**config.mk**
```make
export PLATFORM = sky130hd
export DESIGN_NAME = pipe_addsub
export DESIGN_NICKNAME = d
export VERILOG_FILES = /design/src/rtl/alu_pkg.sv /design/src/rtl/addsub_slice.sv /design/src/rtl/pipe_addsub.sv
export SDC_FILE = /design/constraint.sdc
export NUM_CORES = 1
export LEC_CHECK = 0
export ABC_AREA = 1
export BUFFER_PORTS_ARGS = -buffer_cell sky130_fd_sc_hd__buf_4
export CAP_MARGIN = 25
export CORE_MARGIN = 1
export CORE_UTILIZATION = 32
export CTS_BUF_LIST = sky130_fd_sc_hd__clkbuf_4
export CTS_CLUSTER_SIZE = 30
export DETAILED_ROUTE_END_ITERATION = 8
export PLACE_DENSITY = 0.51
export SETUP_SLACK_MARGIN = 0.4
export SLEW_MARGIN = 15
export SYNTH_ARGS = -nofsm -noshare
export SYNTH_HDL_FRONTEND = slang
export SYNTH_HIERARCHICAL = 1
export SYNTH_SLANG_ARGS = --single-unit
```
**constraint.sdc**
```tcl
create_clock -name clk -period 5.2 [get_ports clk]
set_clock_uncertainty 0.2 [all_clocks]
set_input_delay 1.3 -clock clk [delete_from_list [all_inputs] [get_ports clk]]
set_output_delay 1.3 -clock clk [all_outputs]
set_load 0.02 [all_outputs]
```
**src/rtl/alu_pkg.sv**
```systemverilog
// Shared ALU encodings: add/sub opcode values and bit positions in the flags register.
package alu_pkg;

  localparam logic OP_ADD = 1'b0;
  localparam logic OP_SUB = 1'b1;

  localparam int unsigned FLG_C     = 0;
  localparam int unsigned FLG_V     = 1;
  localparam int unsigned FLG_Z     = 2;
  localparam int unsigned FLG_N     = 3;
  localparam int unsigned NUM_FLAGS = 4;

endpackage

```
**src/rtl/addsub_slice.sv**
```systemverilog
// One chunk of the carry chain: CHUNK-bit add with carry-in, reporting carry out and the
// carry into the chunk MSB (needed for signed overflow in the top chunk).
module addsub_slice #(
  parameter int unsigned CHUNK = 8
) (
  input  logic [CHUNK-1:0] a,
  input  logic [CHUNK-1:0] b,
  input  logic             cin,
  output logic [CHUNK-1:0] sum,
  output logic             cout,
  output logic             cmsb
);

  always_comb begin
    {cout, sum} = {1'b0, a} + {1'b0, b} + {{CHUNK{1'b0}}, cin};
    // sum bit = a ^ b ^ carry-in, so the carry into the MSB falls out directly
    cmsb = a[CHUNK-1] ^ b[CHUNK-1] ^ sum[CHUNK-1];
  end

endmodule

```
**src/rtl/pipe_addsub.sv**
```systemverilog
// Pipelined add/subtract: WIDTH-bit operation split into STAGES carry-chained chunks,
// one chunk per cycle, with valid/ready handshakes and registered status flags.
module pipe_addsub
  import alu_pkg::*;
#(
  parameter int unsigned WIDTH  = 32,
  parameter int unsigned STAGES = 4
) (
  input  logic             clk,
  input  logic             rst,
  input  logic             in_valid,
  output logic             in_ready,
  input  logic             op_sub,
  input  logic             cin,
  input  logic [WIDTH-1:0] a,
  input  logic [WIDTH-1:0] b,
  output logic             out_valid,
  input  logic             out_ready,
  output logic [WIDTH-1:0] sum,
  output logic             cout,
  output logic             ovf,
  output logic             zero,
  output logic             neg,
  output logic             busy
);

  localparam int unsigned CHUNK = WIDTH / STAGES;
  localparam int unsigned NMID  = (STAGES > 1) ? STAGES - 1 : 1;

  if ((STAGES < 1) || (STAGES > WIDTH) || ((WIDTH % STAGES) != 0)) begin : g_bad_params
    $error("pipe_addsub: WIDTH must be a multiple of STAGES and 1 <= STAGES <= WIDTH");
  end

  logic                 adv;
  logic [STAGES-1:0]    vld_q, vld_d;
  logic [WIDTH-1:0]     b_eff;
  logic                 cin_eff;

  // Inter-stage registers: operands still to be added, carry, and accumulated low sum chunks
  logic [WIDTH-1:0]     opa_q  [NMID];
  logic [WIDTH-1:0]     opb_q  [NMID];
  logic [WIDTH-1:0]     psum_q [NMID];
  logic                 carry_q[NMID];

  // Per-stage inputs (stage 0 from ports, stage k from registers of stage k-1)
  logic [WIDTH-1:0]     src_a  [STAGES];
  logic [WIDTH-1:0]     src_b  [STAGES];
  logic [WIDTH-1:0]     src_p  [STAGES];
  logic                 src_c  [STAGES];

  logic [WIDTH-1:0]     sum_q;
  logic [NUM_FLAGS-1:0] flags_q;

  assign adv       = !vld_q[STAGES-1] || out_ready;
  assign in_ready  = adv;
  assign out_valid = vld_q[STAGES-1];
  assign busy      = |vld_q;
  assign sum       = sum_q;
  assign cout      = flags_q[FLG_C];
  assign ovf       = flags_q[FLG_V];
  assign zero      = flags_q[FLG_Z];
  assign neg       = flags_q[FLG_N];

  assign b_eff   = (op_sub == OP_SUB) ? ~b : b;
  assign cin_eff = (op_sub == OP_SUB) ? 1'b1 : cin;

  always_comb begin
    vld_d    = vld_q << 1;
    vld_d[0] = in_valid;
  end

  // Every stage, bubbles included, moves together on adv
  always_ff @(posedge clk) begin
    if (rst) begin
      vld_q <= '0;
    end else if (adv) begin
      vld_q <= vld_d;
    end
  end

  for (genvar k = 0; k < STAGES; k++) begin : g_stage
    logic [CHUNK-1:0] chunk_sum;
    logic             chunk_cout;
    logic             chunk_cmsb;
    logic [WIDTH-1:0] nxt_sum;

    if (k == 0) begin : g_src
      assign src_a[k] = a;
      assign src_b[k] = b_eff;
      assign src_c[k] = cin_eff;
      assign src_p[k] = '0;
    end else begin : g_src
      assign src_a[k] = opa_q[k-1];
      assign src_b[k] = opb_q[k-1];
      assign src_c[k] = carry_q[k-1];
      assign src_p[k] = psum_q[k-1];
    end

    addsub_slice #(
      .CHUNK (CHUNK)
    ) u_slice (
      .a    (src_a[k][k*CHUNK +: CHUNK]),
      .b    (src_b[k][k*CHUNK +: CHUNK]),
      .cin  (src_c[k]),
      .sum  (chunk_sum),
      .cout (chunk_cout),
      .cmsb (chunk_cmsb)
    );

    always_comb begin
      nxt_sum                     = src_p[k];
      nxt_sum[k*CHUNK +: CHUNK]   = chunk_sum;
    end

    if (k < STAGES - 1) begin : g_mid
      always_ff @(posedge clk) begin
        if (rst) begin
          opa_q[k]   <= '0;
          opb_q[k]   <= '0;
          psum_q[k]  <= '0;
          carry_q[k] <= 1'b0;
        end else if (adv) begin
          opa_q[k]   <= src_a[k];
          opb_q[k]   <= src_b[k];
          psum_q[k]  <= nxt_sum;
          carry_q[k] <= chunk_cout;
        end
      end
    end else begin : g_last
      always_ff @(posedge clk) begin
        if (rst) begin
          sum_q   <= '0;
          flags_q <= '0;
        end else if (adv) begin
          sum_q          <= nxt_sum;
          flags_q[FLG_C] <= chunk_cout;
          flags_q[FLG_V] <= chunk_cout ^ chunk_cmsb;
          flags_q[FLG_Z] <= ~|nxt_sum;
          flags_q[FLG_N] <= nxt_sum[WIDTH-1];
        end
      end
    end
  end

endmodule

```
==> impl_results.md <==
* Share of cells above drive strength 1 at approximately 18%
* Worst-skew pair later-pin latency at between 0.5 and 0.6 ns
* DRC Markers at 0
* CTS tree: built
* Slew @ Worst Pin at approximately 1.0 ns
* Yosys top cell area share at between 40% and 50%
* Die Area at 28500 um2
* # nets final at 1113
* Setup Fix Bufs, Post-CTS at 0
* Setup Crit Path Kind: input port to primary output
* Via count at 5489
* Outcome: finished, final reports clean
* Clock share of power at 27.2%
* Post-synth EDFFs at ~150
* Final core utilization at a little under two fifths
* Post-synthesis compound-gate area fraction at about 3.8%
* PortBufs at between 100 and 150
* Startpoint types: input port
* Clock sink total at about 190
* Sequential power share at approximately three fifths
* Gpl congestion at about 0.73
* Synthesized-area fraction occupied by adder cells at 5.73%
* Core area at 27200 um2
* Vias in the first global route at around 5300
* Global-route wire length before repair at 26.1 mm
* Routed vias/inst at slightly below 4
* Cell with the most instances after synthesis: inv_1
* Hpwl dp at between 10 and 15 mm
* Die Span Y at 169 um
* Leakage at approximately 4.7 nW
* Internal at around 2.2 mW
* Syn Area/Cell at approximately 9.9 um2
* Multiplexer share of the synthesized area at 0%
* Worst-case clock buffer depth at 2
* Min cycle time layout at between 3 and 4 ns
* Cts repair resizes at 0
* Hold Vio Cnt, Final at 0
* CTS Root Cell: clkbuf_4
* Worst Hold Depth at 2
* # setup viols final at 0
* Max_slew headroom at approximately a third
* Worst VDD drop at between 0.1 and 0.15 mV
* Die width at ~170 um
* Leading area contributor after synthesis: edfxtp_1
* CP required at ~3.7 ns
* CP Max Fanout at 2
* Number of synthesis warnings at 6
* Logic pwr share at 14.1%
* Cell count after synthesis at ~910
* Initial antenna violation count at 1
* Io pins at 109
* Synth Area in XOR/XNOR at between 4 and 5%
* FMAX at approximately 0.31 GHz
* Cells on worst reg2reg path at 13
* Power Dens Cells at about 290 nW/um2
* Initial DRC count at between 300 and 400
* Data arrival time of the critical path at 1.73 ns
* Largest family of logic cells by synthesized area: simple AND/OR/NAND/NOR gates
* # rows at 60
* Post-synth top cells: 201 x inv_1, 175 x nor2_1, 147 x edfxtp_1
* Max_cap viols at 0
* Switching Share at 25.0%
* Top_reg_cell synth: edfxtp_1
* Fill cells at approximately 2800
* Switch Pwr at roughly 0.75 mW
* Cell Area, Synth at 8910 um2
* Synthesized flop and latch total at around 190
* Post-synthesis simple-gate area fraction at ~17%
* H-Tree Depth at 4
* Max-slew violation count at 0
* Sequential area share after synthesis at between 50% and 60%
* Tightest Hold Check Type: flip-flop to flip-flop
* Initial core utilization at ~33%
* Total wire length at 15.3 mm
* Post-synth cell types at 30
* Area Growth Syn to Fin at 16.2%
* Ys async rst share at 0%
* All-Layer GR Usage at roughly 11%
* Reg clk slew, reported paths at roughly 0.14 ns
* Wire length per cell at around 11 um
* Pre-antenna DRT Iters at 4
* Hold-fix buffers, CTS at 0
* Crit end category: primary output
* Syn Nets at 1011
* CTS buffer count at 17
* Post-route ant nets at 0
* Pin count of the biggest net entering global routing at just under 90
* Largest cells by area after synthesis: edfxtp_1 50%, dfxtp_1 8.8%, inv_1 8.5%
* Total grt overflow at 0
* Crit share post-route at approximately 62%
* Setup TNS at 0 ns
* RSZ-0062 raised after global routing: false
## critical path, cell delays in order
cell     delay (ns)
buf_4          0.11
inv_1          0.11
nand2_2        0.06
buf_4          0.16
## routing by layer
metal / part of all wire, % / vias up / track usage (%)
li1: - / 3007 / -
met1: 54 / 2376 / 16.7
met2: 41 / 95 / 16.5
met3: 3.7 / 11 / 2.64
met4: 1.1 / 0 / 4.03
met5: 0 / - / 0
## power groups by stage
stage	Clock, mW	Sequential (mW)	Combinational [mW]
finish	0.811	1.76	0.420
global route	0.910	1.77	0.489
detailed placement	0	1.79	0.426
floorplan	0	1.79	0.289
global placement	0	1.79	0.425
CTS	0.863	1.76	0.429
## per-stage QoR
stage                     hold WS (ns)  cell area, um2  power [mW]  worst slack [ns]  std cells
after floorplan                  0.262            8910        2.08              1.59        905
after global placement           0.259           10000        2.22              1.44       1359
after detailed placement         0.262           10000        2.22              1.39       1359
after CTS                        0.283           10300        3.05              1.96       1391
after global routing             0.302           10400        3.17              1.88       1395
final                            0.275           10400        2.99              1.97       1395
## flip-flops by register name, summed over array words and instances (netlist names)
signal   count
carry_q      3
flags_q      3
opa_q       48
opb_q       48
psum_q      48
sum         32
vld_q        4
## area by class of cell
cell class	count	area [um2]	area share, %
clock buffer	19	143	1.38
inverter	202	758	7.32
clock inverter	13	151	1.46
sequential	186	5190	50.1
tap	372	465	4.49
antenna	3	7.51	0.0725
timing repair buffer	115	888	8.57
multi-input combinational	485	2750	26.6
## cell usage in the layout, fill, tap and decap left out
cell type and n:
inv_1 201, nor2_1 175, edfxtp_1 147, buf_4 113, nand2_1 100, nand3_1 46
dfxtp_1 39, xnor2_1 32, o21ai_0 28, ha_1 28, clkbuf_4 19, xor2_1 13
a21oi_1 9, nand2_2 8, o22ai_2 8, fa_1 8, nand3b_1 7, or2_1 4
nand3_2 4, a21oi_2 4, diode_2 3, clkinvlp_4 3, bufinv_16 3, clkinv_1 3
nor2_2 3, or2_4 3, clkinv_2 2, buf_12 2, or2_2 1, inv_2 1
nand2_4 1, nand3_4 1, o21ai_2 1, o21bai_1 1, clkinv_4 1, inv_6 1
## cell families after synthesis
kind of cell	count (synthesis)
adders and majority gates	36
xor gates and xnor gates	45
DFF	186
and+or+nand+nor	353
buffers and inverters	234
AOI/OAI and AO/OA	51
## path summary, 6_finish.rpt
path	startpoint	end	slack, ns
setup / recovery	out_ready	in_ready	1.97
hold / removal	sum[13]	sum[13]	0.27
setup reg to reg	opb_q[2][24]	flags_q[2]	2.64
hold reg to reg	sum[13]	sum[13]	0.27
No activity file was read; power rests on OpenSTA's default activity.
